## config.mk

```make
export PLATFORM = sky130hd
export DESIGN_NAME = hazard_stall_unit_flat
export DESIGN_NICKNAME = d
export VERILOG_FILES = /design/src/rtl/hazard_stall_if.sv /design/src/rtl/hazard_stall_unit.sv /design/src/flat_wrapper.sv
export SDC_FILE = /design/constraint.sdc
export NUM_CORES = 1
export LEC_CHECK = 0
export ABC_CLOCK_PERIOD_IN_PS = 5300
export CAP_MARGIN = 20
export CORE_ASPECT_RATIO = 1.5
export CORE_MARGIN = 2
export CORE_UTILIZATION = 30
export CTS_BUF_LIST = sky130_fd_sc_hd__clkbuf_8
export CTS_CLUSTER_DIAMETER = 60
export DETAILED_ROUTE_END_ITERATION = 6
export SYNTH_ARGS = -nofsm -noshare
export SYNTH_HDL_FRONTEND = slang
export SYNTH_SLANG_ARGS = --single-unit
export TNS_END_PERCENT = 50
```

## constraint.sdc

```tcl
create_clock -name clk -period 5.3 [get_ports clk]
set_input_delay 0.53 -clock clk [delete_from_list [all_inputs] [get_ports clk]]
set_output_delay 0.53 -clock clk [all_outputs]
set_load 0.02 [all_outputs]
```

## src/rtl/hazard_stall_if.sv

```systemverilog
// hazard_stall_if: ID/EX hazard inputs and front-end stall/flush controls
interface hazard_stall_if #(parameter int CNT_W = 16);
  logic [3:0] id_op1;
  logic [3:0] id_op2;
  logic id_use1;
  logic id_use2;
  logic id_is_md;
  logic id_branch_taken;
  logic ex_memread;
  logic [3:0] ex_op2;
  logic pc_we;
  logic ifid_we;
  logic idex_bubble;
  logic ifid_flush;
  logic md_busy;
  logic md_done;
  logic [CNT_W-1:0] stall_count;
  modport master (
    output id_op1, id_op2, id_use1, id_use2, id_is_md, id_branch_taken, ex_memread, ex_op2,
    input pc_we, ifid_we, idex_bubble, ifid_flush, md_busy, md_done, stall_count
  );
  modport slave (
    input id_op1, id_op2, id_use1, id_use2, id_is_md, id_branch_taken, ex_memread, ex_op2,
    output pc_we, ifid_we, idex_bubble, ifid_flush, md_busy, md_done, stall_count
  );
endinterface

```

## src/rtl/hazard_stall_unit.sv

```systemverilog
// hazard_stall_unit: load-use and R0/multiply-divide stall control with branch flush
module hazard_stall_unit #(
  parameter int MD_CYCLES = 4,
  parameter int CNT_W = 16
) (
  input logic clk,
  input logic rst,
  hazard_stall_if.slave bus
);
  typedef enum logic {RUN, MD_BUSY} state_t;
  state_t state;
  logic [3:0] md_cnt;
  logic [CNT_W-1:0] stall_cnt;
  logic busy;
  logic done;
  logic rd1;
  logic rd2;
  logic load_hz;
  logic md_hz;
  logic stall;
  always_comb begin
    rd1 = bus.id_use1 && bus.id_op1 == 4'd0;
    rd2 = bus.id_use2 && bus.id_op2 == 4'd0;
    load_hz = bus.ex_memread && bus.ex_op2 != 4'd0 &&
              ((bus.id_use1 && bus.id_op1 == bus.ex_op2) || (bus.id_use2 && bus.id_op2 == bus.ex_op2));
    md_hz = busy && (rd1 || rd2 || bus.id_is_md);
    stall = load_hz || md_hz;
  end
  assign bus.pc_we = !stall;
  assign bus.ifid_we = !stall;
  assign bus.idex_bubble = stall;
  assign bus.ifid_flush = bus.id_branch_taken && !stall;
  assign bus.md_busy = busy;
  assign bus.md_done = done;
  assign bus.stall_count = stall_cnt;
  // busy/done are registered alongside the state so they never glitch
  always_ff @(posedge clk) begin
    if (rst) begin
      state <= RUN;
      md_cnt <= 4'd0;
      busy <= 1'b0;
      done <= 1'b0;
      stall_cnt <= '0;
    end else begin
      if (stall && stall_cnt != '1) stall_cnt <= stall_cnt + 1'b1;
      done <= 1'b0;
      if (state == RUN) begin
        if (bus.id_is_md && !stall) begin
          state <= MD_BUSY;
          md_cnt <= 4'(MD_CYCLES - 1);
          busy <= 1'b1;
        end
      end else if (md_cnt == 4'd0) begin
        state <= RUN;
        busy <= 1'b0;
      end else begin
        md_cnt <= md_cnt - 4'd1;
        done <= md_cnt == 4'd1;
      end
    end
  end
endmodule

```

## src/flat_wrapper.sv

```systemverilog
// flat-port wrapper written by rule: the top's interface ports become plain ports
module hazard_stall_unit_flat 
#(
  parameter int MD_CYCLES = 4,
  parameter int CNT_W = 16
)
  (clk, rst, bus_id_op1, bus_id_op2, bus_id_use1, bus_id_use2, bus_id_is_md, bus_id_branch_taken, bus_ex_memread, bus_ex_op2, bus_pc_we, bus_ifid_we, bus_idex_bubble, bus_ifid_flush, bus_md_busy, bus_md_done, bus_stall_count);
  hazard_stall_if #(.CNT_W(CNT_W)) bus_i ();
  input logic clk;
  input logic rst;
  input wire logic [$bits(bus_i.id_op1)-1:0] bus_id_op1;
  input wire logic [$bits(bus_i.id_op2)-1:0] bus_id_op2;
  input wire logic [$bits(bus_i.id_use1)-1:0] bus_id_use1;
  input wire logic [$bits(bus_i.id_use2)-1:0] bus_id_use2;
  input wire logic [$bits(bus_i.id_is_md)-1:0] bus_id_is_md;
  input wire logic [$bits(bus_i.id_branch_taken)-1:0] bus_id_branch_taken;
  input wire logic [$bits(bus_i.ex_memread)-1:0] bus_ex_memread;
  input wire logic [$bits(bus_i.ex_op2)-1:0] bus_ex_op2;
  output wire logic [$bits(bus_i.pc_we)-1:0] bus_pc_we;
  output wire logic [$bits(bus_i.ifid_we)-1:0] bus_ifid_we;
  output wire logic [$bits(bus_i.idex_bubble)-1:0] bus_idex_bubble;
  output wire logic [$bits(bus_i.ifid_flush)-1:0] bus_ifid_flush;
  output wire logic [$bits(bus_i.md_busy)-1:0] bus_md_busy;
  output wire logic [$bits(bus_i.md_done)-1:0] bus_md_done;
  output wire logic [$bits(bus_i.stall_count)-1:0] bus_stall_count;
  assign bus_i.id_op1 = bus_id_op1;
  assign bus_i.id_op2 = bus_id_op2;
  assign bus_i.id_use1 = bus_id_use1;
  assign bus_i.id_use2 = bus_id_use2;
  assign bus_i.id_is_md = bus_id_is_md;
  assign bus_i.id_branch_taken = bus_id_branch_taken;
  assign bus_i.ex_memread = bus_ex_memread;
  assign bus_i.ex_op2 = bus_ex_op2;
  assign bus_pc_we = bus_i.pc_we;
  assign bus_ifid_we = bus_i.ifid_we;
  assign bus_idex_bubble = bus_i.idex_bubble;
  assign bus_ifid_flush = bus_i.ifid_flush;
  assign bus_md_busy = bus_i.md_busy;
  assign bus_md_done = bus_i.md_done;
  assign bus_stall_count = bus_i.stall_count;
  hazard_stall_unit #(.MD_CYCLES(MD_CYCLES), .CNT_W(CNT_W)) u_core (.clk(clk), .rst(rst), .bus(bus_i));
endmodule
```

==> summary.txt <==
Setup Buffers After CTS = 0
Pwr Total = 365 uW
Core ar. = 0.00421 mm^2
Most common cell on crit path = clkdlybuf4s50_1
Vias in the first global route = 1235
TritonRoute pass-1 iters = 4
RSZ-0062 raised after global routing = false
Power density cells = 206 mW/mm^2
Worst r2r path cells = 7
Fin. Hold Viols = 0
Fin crit share = 64.8%
Post-synth ARST share = 0%
Synth top area cells = dfxtp_1 35%, a21oi_1 6.5%, xor2_1 4.7%
Syn_area_per_cell = 8.43 um^2
Clock skew = 0.00528 ns
LEAKAGE = 0.000600 uW
Sequential element share of the synthesized area = 35.0%
DP Worst Slack = 1.87 ns
Number of synthesized flops with an enable pin = 0
Post-synthesis cell type count = 35
Max-slew violation count = 0
VDD IR max = 136 uV
Die Ht = 85.1 um
Clk sinks = 23
CTS Hold Bufs = 0
Top FF cell, synth = dfxtp_1
Area grow syn2layout = 34.9%
Crit path capture = bus_ifid_flush
Crit Reg-Reg Startpoint = u_core.bus.stall_count[0]
Total Routing Usage GR = 13.5%
Slowest Stage Delay on Critical Path = 0.59 ns
Clk Latency, worst-skew pair = 0.26 ns
CP Depth = 8
First-pass GRT wire length = 5350 um
CP Max Fanout = 34
Die W = 58.1 um
Setup crit start = bus_ex_op2[1]
Final Critical Period = 3.43 ns
Area share of the largest cell type after synthesis = 35.0%
Reg clk slew, reported paths = 0.08 ns
Wirelength, routed = 2970 um
CTS tree = yes
Post-DRT Antenna Nets = 0
Initial antenna violation count = 0
Fmax = 0.291 GHz
Util after Layout = 42.2%
Fin Setup TNS = 0 ns
Num ports = 41
Synthesis Warnings = 0
RePlAce Congestion = 0.739
Syn Std Cell Area = 0.00132 mm^2
Initial core utilization = 31.2%
R2R setup slack = 3.09 ns
Post-DR vias/cell = 5.35
Max clock buf depth = 2
Startpoint Class = input pin
Worst path slowest cell = clkdlybuf4s50_1
Worst slew margin = 42.6%
Post-route setup slack = 1.87 ns
Rows = 29
H-tree levels = 1
Hpwl dp = 2330 um
Synth Net Count = 179
Die area = 0.00494 mm^2
Crit Path Class = in -> out
Initial DRC Count = 30
CTS buffer count = 3
WP data required = 4.77 ns
# DRC = 0
Worst-Margin Slew = 0.858 ns
Status = complete, no violations
Yosys top cell by area = dfxtp_1
Share of cells above drive strength 1 = 7.73%
Yosys reg bits = 23
Hold WC Path Type = reg -> reg
Reg-to-reg endpoint = u_core.bus.stall_count[12]
Post-CTS sizing = 0
Number of vias in the routed layout = 1283
Cells after synthesis = 156
IO buf count = 40
Ant diodes = 0
Crit-path leading delay family = buffers and inverters
WHS = 0.512 ns
Final setup viols = 0
Final net count = 218
Clk Tree Root Cell = clkbuf_8
WP buf/inv = 3
Grt ovf = 0
Drt wl/cell = 12.4 um
CP cell instances = clkdlybuf4s50_1 > o41a_1 > nand3_1 > nor4_2 > a211oi_2 > buf_4 > and2_1 > clkdlybuf4s50_1
Filler cells = 425
Worst EP arrival = 2.90 ns
Largest net degree at the start of global routing = 35
Max cap viols = 0
Worst setup EP type = output pin
==> sequential cells by signal (all words and copies together) (netlist names) <==
name	flops
u_core.bus.stall_count	16
u_core.md_cnt	4
u_core.bus.md_busy	1
u_core.bus.md_done	1
u_core.state	1
==> power breakdown <==
part / internal (uW) / switching [uW]
Combinational: 35.5 / 38.3
Sequential: 178 / 5.48
Clock: 52.3 / 54.7
Total: 266 / 98.5
==> worst reg2reg max path, delay by kind of cell (launching register included) <==
family                   cells  cell delay (ns)
AND/OR/NAND/NOR              5             1.40
flip-flops                   1             0.36
adder cells (fa/ha/maj)      1             0.22
AO/OA/AOI/OAI                1             0.15
==> worst min-delay path by stage <==
stage	from	to	slack, ns	cells past startpoint
6_report	u_core.bus.stall_count[3]	u_core.bus.stall_count[3]	0.51	2
5_1_grt	u_core.bus.stall_count[8]	u_core.bus.stall_count[8]	0.55	2
4_1_cts	u_core.bus.stall_count[3]	u_core.bus.stall_count[3]	0.52	2
3_5_place_dp	u_core.bus.stall_count[3]	u_core.bus.stall_count[3]	0.50	2
3_3_place_gp	u_core.bus.stall_count[3]	u_core.bus.stall_count[3]	0.50	2
2_1_floorplan	u_core.md_cnt[3]	u_core.md_cnt[3]	0.50	2
==> cell families after synthesis <==
kind of cell | after synthesis | synth area share (%)
simple gates | 70 | 31.1
fa+ha+maj | 4 | 3.81
flops | 23 | 35.0
xor+xnor | 9 | 5.99
mux | 2 | 1.71
buf+inv | 11 | 5.14
compound gates | 37 | 17.2
==> final cells by class <==
class	count	area, um^2	area share, %
flip-flops and latches	23	460	26.0
inverters	4	15.0	0.846
repair buffers	41	408	23.0
clock inverters	1	5.00	0.282
clock buffers	3	41.3	2.33
multi-input cells	122	787	44.4
well taps	46	57.6	3.24
==> layout by cell type, fill, tap and decap left out, types with 2 or more instances in the layout <==
cell type	netlist	final
a21oi_1	17	17
and2_1	2	2
and3_1	5	5
clkbuf_8	0	3
clkdlybuf4s50_1	0	40
dfxtp_1	23	23
ha_1	4	4
inv_1	4	4
nand2_1	10	10
nand3_1	9	9
nand4_1	4	4
nor2_1	10	10
nor2b_1	2	2
nor3_1	4	4
nor4_1	4	4
nor4_2	2	2
o21ai_0	7	7
o31ai_1	8	8
or3_2	6	6
or4_1	7	7
xnor2_1	2	2
xor2_1	7	7
==> synthesized netlist by cell type (3+ instances only) <==
| library cell | n |
|---|---|
| o31ai_1 | 8 |
| nand2_1 | 10 |
| o21ai_0 | 7 |
| inv_1 | 4 |
| dfxtp_1 | 23 |
| nor2_1 | 10 |
| xor2_1 | 7 |
| clkbuf_1 | 3 |
| or3_2 | 6 |
| buf_6 | 3 |
| nor4_1 | 4 |
| or4_1 | 7 |
| ha_1 | 4 |
| nor3_1 | 4 |
| and3_1 | 5 |
| a21oi_1 | 17 |
| nand4_1 | 4 |
| nand3_1 | 9 |
==> metal layers <==
| metal | vias up | global-route usage [%] | part of all wire (%) |
|---|---|---|---|
| li1 | 657 | - | - |
| met1 | 598 | 14.8 | 41 |
| met2 | 26 | 25.6 | 54 |
| met3 | 2 | 2.13 | 4.2 |
| met4 | 0 | 3.81 | 0.98 |
| met5 | - | 0 | 0 |
==> stage by stage <==
stage                     cell area (um^2)  instances
after floorplan                       1320        156
after global placement                1730        236
after detailed placement              1730        236
after CTS                             1770        240
after global routing                  1770        240
final                                 1770        240
Power figures use the tool's default switching activity.
